**src/rtl/palette_update_ctrl_pkg.sv**
```systemverilog
// Shared types and constants for the palette update controller.
// Latency: none (declarations only).
// Backpressure: n/a.
package palette_update_ctrl_pkg;

    localparam int COLOR_W     = 84;
    localparam int BIN_COLOR_W = 12;
    localparam int NUM_BINS    = COLOR_W / BIN_COLOR_W;

    // Palette shown until the first FFT-derived colour word is committed.
    localparam logic [COLOR_W-1:0] PAL_DEFAULT_COLOR = 84'hFFF_FF0_F0F_00F_0F0_D08_0FF;

    typedef enum logic [1:0] {
        IDLE      = 2'd0,
        START     = 2'd1,
        WAIT_DONE = 2'd2,
        PENDING   = 2'd3
    } pal_state_t;

endpackage

```
**src/rtl/palette_update_ctrl_sync_fall_detect.sv**
```systemverilog
// Synchronises an asynchronous active-low strobe and pulses on its falling edge.
// Latency: STAGES cycles from input fall to the one-cycle fall pulse.
// Backpressure: none; the pulse is emitted unconditionally.
module sync_fall_detect #(
    parameter int STAGES = 2              // must be at least 2
) (
    input  logic clock,
    input  logic reset,
    input  logic async_in,
    output logic fall
);

    logic [STAGES-1:0] sync_q;
    logic              hist_q;

    // Synchroniser chain plus one history flop; all idle high after reset.
    always_ff @(posedge clock) begin
        if (reset) begin
            sync_q <= '1;
            hist_q <= 1'b1;
        end else begin
            sync_q <= {sync_q[STAGES-2:0], async_in};
            hist_q <= sync_q[STAGES-1];
        end
    end

    // One-cycle pulse when the synchronised level goes from high to low.
    assign fall = hist_q & ~sync_q[STAGES-1];

endmodule

```
**src/rtl/palette_update_ctrl.sv**
```systemverilog
// Sequences one FFT_energy colour run per audio frame and commits the palette on vsync fall.
// Latency: fft_ready -> start 1 cycle; vsync fall -> commit SYNC_STAGES+1 cycles.
// Backpressure: one extra request is queued while busy; further ones are dropped and counted.
module palette_update_ctrl
    import palette_update_ctrl_pkg::*;
#(
    parameter logic [19:0]        TIMEOUT_CYCLES = 20'd1_000_000,
    parameter int                 SYNC_STAGES    = 2,
    parameter logic [COLOR_W-1:0] DEFAULT_COLOR  = PAL_DEFAULT_COLOR
) (
    input  logic               clock,
    input  logic               reset,
    input  logic               fft_ready,
    input  logic               fft_done,
    input  logic [COLOR_W-1:0] color_in,
    input  logic               vsync,
    input  logic               freeze,
    output logic               start,
    output logic [COLOR_W-1:0] color_out,
    output logic               commit,
    output logic               busy,
    output logic               timeout_err,
    output logic [7:0]         overrun_cnt
);

    pal_state_t         state_q, state_d;
    logic [COLOR_W-1:0] shadow_q;
    logic [19:0]        cnt_q, cnt_d;
    logic               req_q, req_d;
    logic [7:0]         ovr_d;
    logic               shadow_ld;
    logic               commit_d;
    logic               timeout_set;
    logic               vs_fall;

    sync_fall_detect #(
        .STAGES (SYNC_STAGES)
    ) u_vs_fall (
        .clock    (clock),
        .reset    (reset),
        .async_in (vsync),
        .fall     (vs_fall)
    );

    assign busy = (state_q != IDLE);

    // Next-state, request queue, overrun count and datapath strobes.
    always_comb begin
        state_d     = state_q;
        cnt_d       = cnt_q;
        req_d       = req_q;
        ovr_d       = overrun_cnt;
        start       = 1'b0;
        shadow_ld   = 1'b0;
        commit_d    = 1'b0;
        timeout_set = 1'b0;

        // A request arriving while busy is queued once; any more are lost.
        if (fft_ready && (state_q != IDLE)) begin
            if (!req_q) begin
                req_d = 1'b1;
            end else if (overrun_cnt != 8'hFF) begin
                ovr_d = overrun_cnt + 8'd1;
            end
        end

        case (state_q)
            IDLE: begin
                if (fft_ready || req_q) begin
                    state_d = START;
                    req_d   = 1'b0;
                end
            end
            START: begin
                start   = 1'b1;
                cnt_d   = '0;
                state_d = WAIT_DONE;
            end
            WAIT_DONE: begin
                // fft_done takes priority over the terminal count.
                if (fft_done) begin
                    shadow_ld = 1'b1;
                    state_d   = PENDING;
                end else begin
                    cnt_d = cnt_q + 20'd1;
                    if (cnt_d == (TIMEOUT_CYCLES - 20'd1)) begin
                        timeout_set = 1'b1;
                        state_d     = IDLE;
                    end
                end
            end
            PENDING: begin
                if (vs_fall && !freeze) begin
                    commit_d = 1'b1;
                    state_d  = IDLE;
                end
            end
            default: state_d = IDLE;
        endcase
    end

    // State and datapath registers; reset wins over everything.
    always_ff @(posedge clock) begin
        if (reset) begin
            state_q     <= IDLE;
            cnt_q       <= '0;
            req_q       <= 1'b0;
            overrun_cnt <= '0;
            timeout_err <= 1'b0;
            commit      <= 1'b0;
            shadow_q    <= DEFAULT_COLOR;
            color_out   <= DEFAULT_COLOR;
        end else begin
            state_q     <= state_d;
            cnt_q       <= cnt_d;
            req_q       <= req_d;
            overrun_cnt <= ovr_d;
            commit      <= commit_d;
            if (timeout_set) begin
                timeout_err <= 1'b1;
            end
            if (shadow_ld) begin
                shadow_q <= color_in;
            end
            if (commit_d) begin
                color_out <= shadow_q;
            end
        end
    end

endmodule

```
**config.mk**
```make
export PLATFORM = sky130hd
export DESIGN_NAME = palette_update_ctrl
export DESIGN_NICKNAME = d
export VERILOG_FILES = /design/src/rtl/palette_update_ctrl_pkg.sv /design/src/rtl/palette_update_ctrl_sync_fall_detect.sv /design/src/rtl/palette_update_ctrl.sv
export SDC_FILE = /design/constraint.sdc
export NUM_CORES = 1
export LEC_CHECK = 0
export ABC_AREA = 1
export BUFFER_PORTS_ARGS = -buffer_cell sky130_fd_sc_hd__buf_2
export CAP_MARGIN = 0
export CORE_MARGIN = 3
export CORE_UTILIZATION = 53
export DETAILED_ROUTE_END_ITERATION = 16
export PLACE_DENSITY = 0.77
export SLEW_MARGIN = 15
export SYNTH_ARGS = -nofsm -noshare
export SYNTH_HDL_FRONTEND = slang
export SYNTH_HIERARCHICAL = 1
export SYNTH_SLANG_ARGS = --single-unit
```
**constraint.sdc**
```tcl
create_clock -name clock -period 1.99 [get_ports clock]
set_input_delay 0.2985 -clock clock [delete_from_list [all_inputs] [get_ports clock]]
set_output_delay 0.2985 -clock clock [all_outputs]
set_load 0.02 [all_outputs]
```
==> flow_summary_export.csv <==
group,metric,value,unit
global_routing,overflow,0,
worst_setup_path,path_buf_inv,2,
global_routing,grt_pass1_vias,6844,
logic_synthesis,synth_fp_nets,1121,
clock_tree,root_buffer,"clkbuf_16",
pwr,power_frac_seq,47.1,%
pwr,p_sw,2630,uW
logic_synthesis,yosysSeqAreaShare,53.4,%
sta,finalSetupViolations,0,
run,drv_cap,0,
sta,tns,0,ns
worst_setup_path,crit_arrival,2.14,ns
logic_synthesis,synth_largest_area_cell,"dfxtp_1",
pwr,intPower,7260,uW
placed_design,dpl.cell_count,1349,
pwr,power.leakage,0.00430,uW
worst_setup_path,reg2regPathDepth,10,
clock_tree,clockBufferDepth,3,
logic_synthesis,synth_top_cells_by_area,"dfxtp_1 (53%), nand2_1 (16%), nand3_1 (7.6%)",
worst_setup_path,path_cells,"nor2_1 > inv_2 > nand3_1 > a31oi_1 > inv_2 > nor2_2 > nand2_1 > nor2_2 > nand3_1 > nor3b_2",
sta,rsz0062_at_grt,"no",
sta,hold_viol,0,
clock_tree,cts_setup_buffers,0,
worst_setup_path,r2r_end,"overrun_cnt[7]",
sta,skew,0.0131,ns
worst_setup_path,critPathLaunchType,"register",
clock_tree,cts_tree,"built",
pwr,vdd.ir_drop.worst,0.792,mV
drt,drt-pass1-iter-count,5,
logic_synthesis,synth.top_cell.area_share,53.4,%
final_layout,final_cells,1389,
sta,hold_slack,0.0109,ns
logic_synthesis,postSynthCellCount,1028,
pwr,p_clk_share,38.5,%
worst_setup_path,path_class,"reg -> reg",
die,io_pins,186,
die,core_region_area,14000,um^2
sta,clock.fmax,0.557,GHz
min_path,hold_path_class,"in -> reg",
final_layout,final_common_cell,"nand2_1",
clock_tree,clk_pin_slew,0.06,ns
worst_setup_path,cp-end-kind,"register",
worst_setup_path,cp_slowest_cell,"dfxtp_1",
die,initial_core_util,54.7,%
die,fp.dieH,126,um
clock_tree,cts.sinks,204,
sta,worst-slew-pin-transition,0.653,ns
sta,final_max_slew_viol_count,0,
sta,fin_crit,1.79,ns
worst_setup_path,critical-path-top-delay-family,"simple AND/OR/NAND/NOR gates",
drt,vias,7145,
pwr,combPwrFrac,14.4,%
min_path,hp-start,"color_in[77]",
final_layout,antenna_cells,0,
logic_synthesis,syn_area,7650,um^2
clock_tree,cts_buffers,21,
logic_synthesis,syn_area_per_cell,7.44,um^2
global_routing,grt_usage,23.6,%
global_routing,antenna_found_initial,1,
drt,drt-total-wl,19.1,mm
die,die_w,126,um
final_layout,fillers,1239,
die,die-area,15900,um^2
final_layout,drive_gt1_share,22.1,%
logic_synthesis,ys.warnings.count,6,
sta,max-slew-margin-rel,56.5,%
die,rows,43,
clock_tree,worstSkewPairLatency,0.48,ns
drt,drt_drc_violations_left,0,
final_layout,area_growth,24.7,%
run_status,status,"finished clean",
placed_design,hpwl,12.5,mm
worst_setup_path,reg2reg_from,"state_q[1]",
placed_design,place_congestion,0.885,
placed_design,io_buffers,185,
pwr,swShare,26.6,%
worst_setup_path,slowest_delay,0.45,ns
worst_setup_path,worst_ep_required_time,2.34,ns
clock_tree,cts_htree_levels,1,
logic_synthesis,ys_ff_latch,204,
drt,drt-initial-drc-count,456,
min_path,holdPathEnd,"shadow_q[77]",
pwr,powerDensity,1040,nW/um^2
worst_setup_path,r2r_setup_slack,0.20,ns
final_layout,fin_nets,1288,
min_path,min_path_cells,3,
global_routing,grt_pass1_wl,32.4,mm
global_routing,grt_max_degree,69,
final_layout,mostFrequentLayoutCells,"nand2_1 (329), dfxtp_1 (201), buf_2 (185), nand3_1 (114), a21oi_1 (78)",
drt,route.antenna.remaining_nets,0,
sta,fin_crit_sh,90.2,%
drt,via_per_inst,5.14,
worst_setup_path,cp_max_fo,6,
logic_synthesis,ys_types,30,
drt,routedWlPerCell,13.8,um
-- cell usage after synthesis --
cell type    n
nand4_1      8
a21oi_2      1
nor2_1      75
nand3_1    116
nor2_4       1
o21ai_1      2
nand2_1    331
clkbuf_1    58
o311a_1      1
o21a_1       1
a31oi_1      1
inv_2        4
nor3b_1      1
buf_1        2
nand2_2      3
o22ai_1      1
nor3b_2      1
nor3_1       3
nand3_2      2
o21bai_1     1
dfxtp_1    204
nand3b_1     1
ha_1         3
nor2_2       4
inv_1       56
a21oi_1     78
xnor2_1      3
clkinv_1     1
or2_2        2
o21ai_0     63
-- registers in the layout, summed over array words and instances, names as in the netlist --
register          flops
u_vs_fall/sync_q      2
overrun_cnt           8
state_q               2
color_out            84
timeout_err           1
cnt_q                20
shadow_q             84
req_q                 1
commit                1
u_vs_fall/hist_q      1
-- what timing repair did --
| item | 4_1_cts | 5_1_grt |
|---|---|---|
| hold endpoints to repair | 3 | 0 |
| gates resized for setup | 0 | 15 |
| setup endpoints to repair | 0 | 3 |
| hold buffers | 3 | 0 |
-- worst reg2reg max path, stage by stage, from the launching register on --
cell and delay (ns):
dfxtp_1 0.45, nor2_1 0.14, inv_2 0.08, nand3_1 0.06, a31oi_1 0.25, inv_2 0.12
nor2_2 0.13, nand2_1 0.10, nor2_2 0.11, nand3_1 0.06, nor3b_2 0.15
-- power groups by stage --
| stage | registers [uW] | clock network, uW | logic [uW] |
|---|---|---|---|
| after floorplan | 4720 | 0 | 950 |
| after global placement | 4720 | 0 | 1400 |
| after detailed placement | 4730 | 0 | 1420 |
| after CTS | 4650 | 3900 | 1430 |
| after global routing | 4700 | 4090 | 1620 |
| final | 4650 | 3810 | 1420 |
-- how the worst max path moves through the flow --
| stage | from | end | slack [ns] | cells past startpoint |
|---|---|---|---|---|
| floorplan | cnt_q[1] | state_q[1] | 0.29 | 14 |
| global placement | cnt_q[0] | state_q[1] | 0.12 | 14 |
| detailed placement | cnt_q[0] | state_q[1] | 0.07 | 14 |
| CTS | cnt_q[0] | state_q[1] | 0.02 | 14 |
| global route | state_q[1] | overrun_cnt[7] | 0.005 | 10 |
| finish | state_q[1] | overrun_cnt[7] | 0.20 | 10 |
-- cells by family (layout without fill, tap and decap cells) --
family	after synthesis	after routing	synth area share, %
adder cells (fa/ha/maj)	3	3	0.491
buffers and inverters	121	302	5.94
AND/OR/NAND/NOR	548	548	29.9
XOR/XNOR	3	3	0.344
AO/OA/AOI/OAI	149	149	9.96
flip-flops	204	204	53.4
-- final cells by class --
cell class              instances  area, um^2  area share, %
well taps                     180         225           2.36
repair buffers                204        1140           11.9
clock inverters                 7        62.6          0.656
flip-flops and latches        204        4090           42.8
clock buffers                  30         619           6.49
inverters                      61         231           2.43
multi-input cells             703        3180           33.3
-- metal layers --
layer / share of wire (%) / vias up / track usage [%]
met2: 48 / 197 / 39.8
met3: 7.1 / 32 / 5.43
met5: 0.037 / - / 0
met4: 1.9 / 2 / 5.43
li1: - / 3634 / -
met1: 43 / 3280 / 31.0
-- stage by stage --
stage	power, uW	worst slack [ns]	util (%)	area, um^2
final	9890	0.196	68.2	9540
after global routing	10400	0.00524	68.2	9540
after CTS	9980	0.0227	67.8	9490
after detailed placement	6150	0.0682	62.7	8770
after global placement	6110	0.117	62.7	8770
after floorplan	5670	0.291	-	7650
Note: power is estimated with default switching activity, not from simulation.
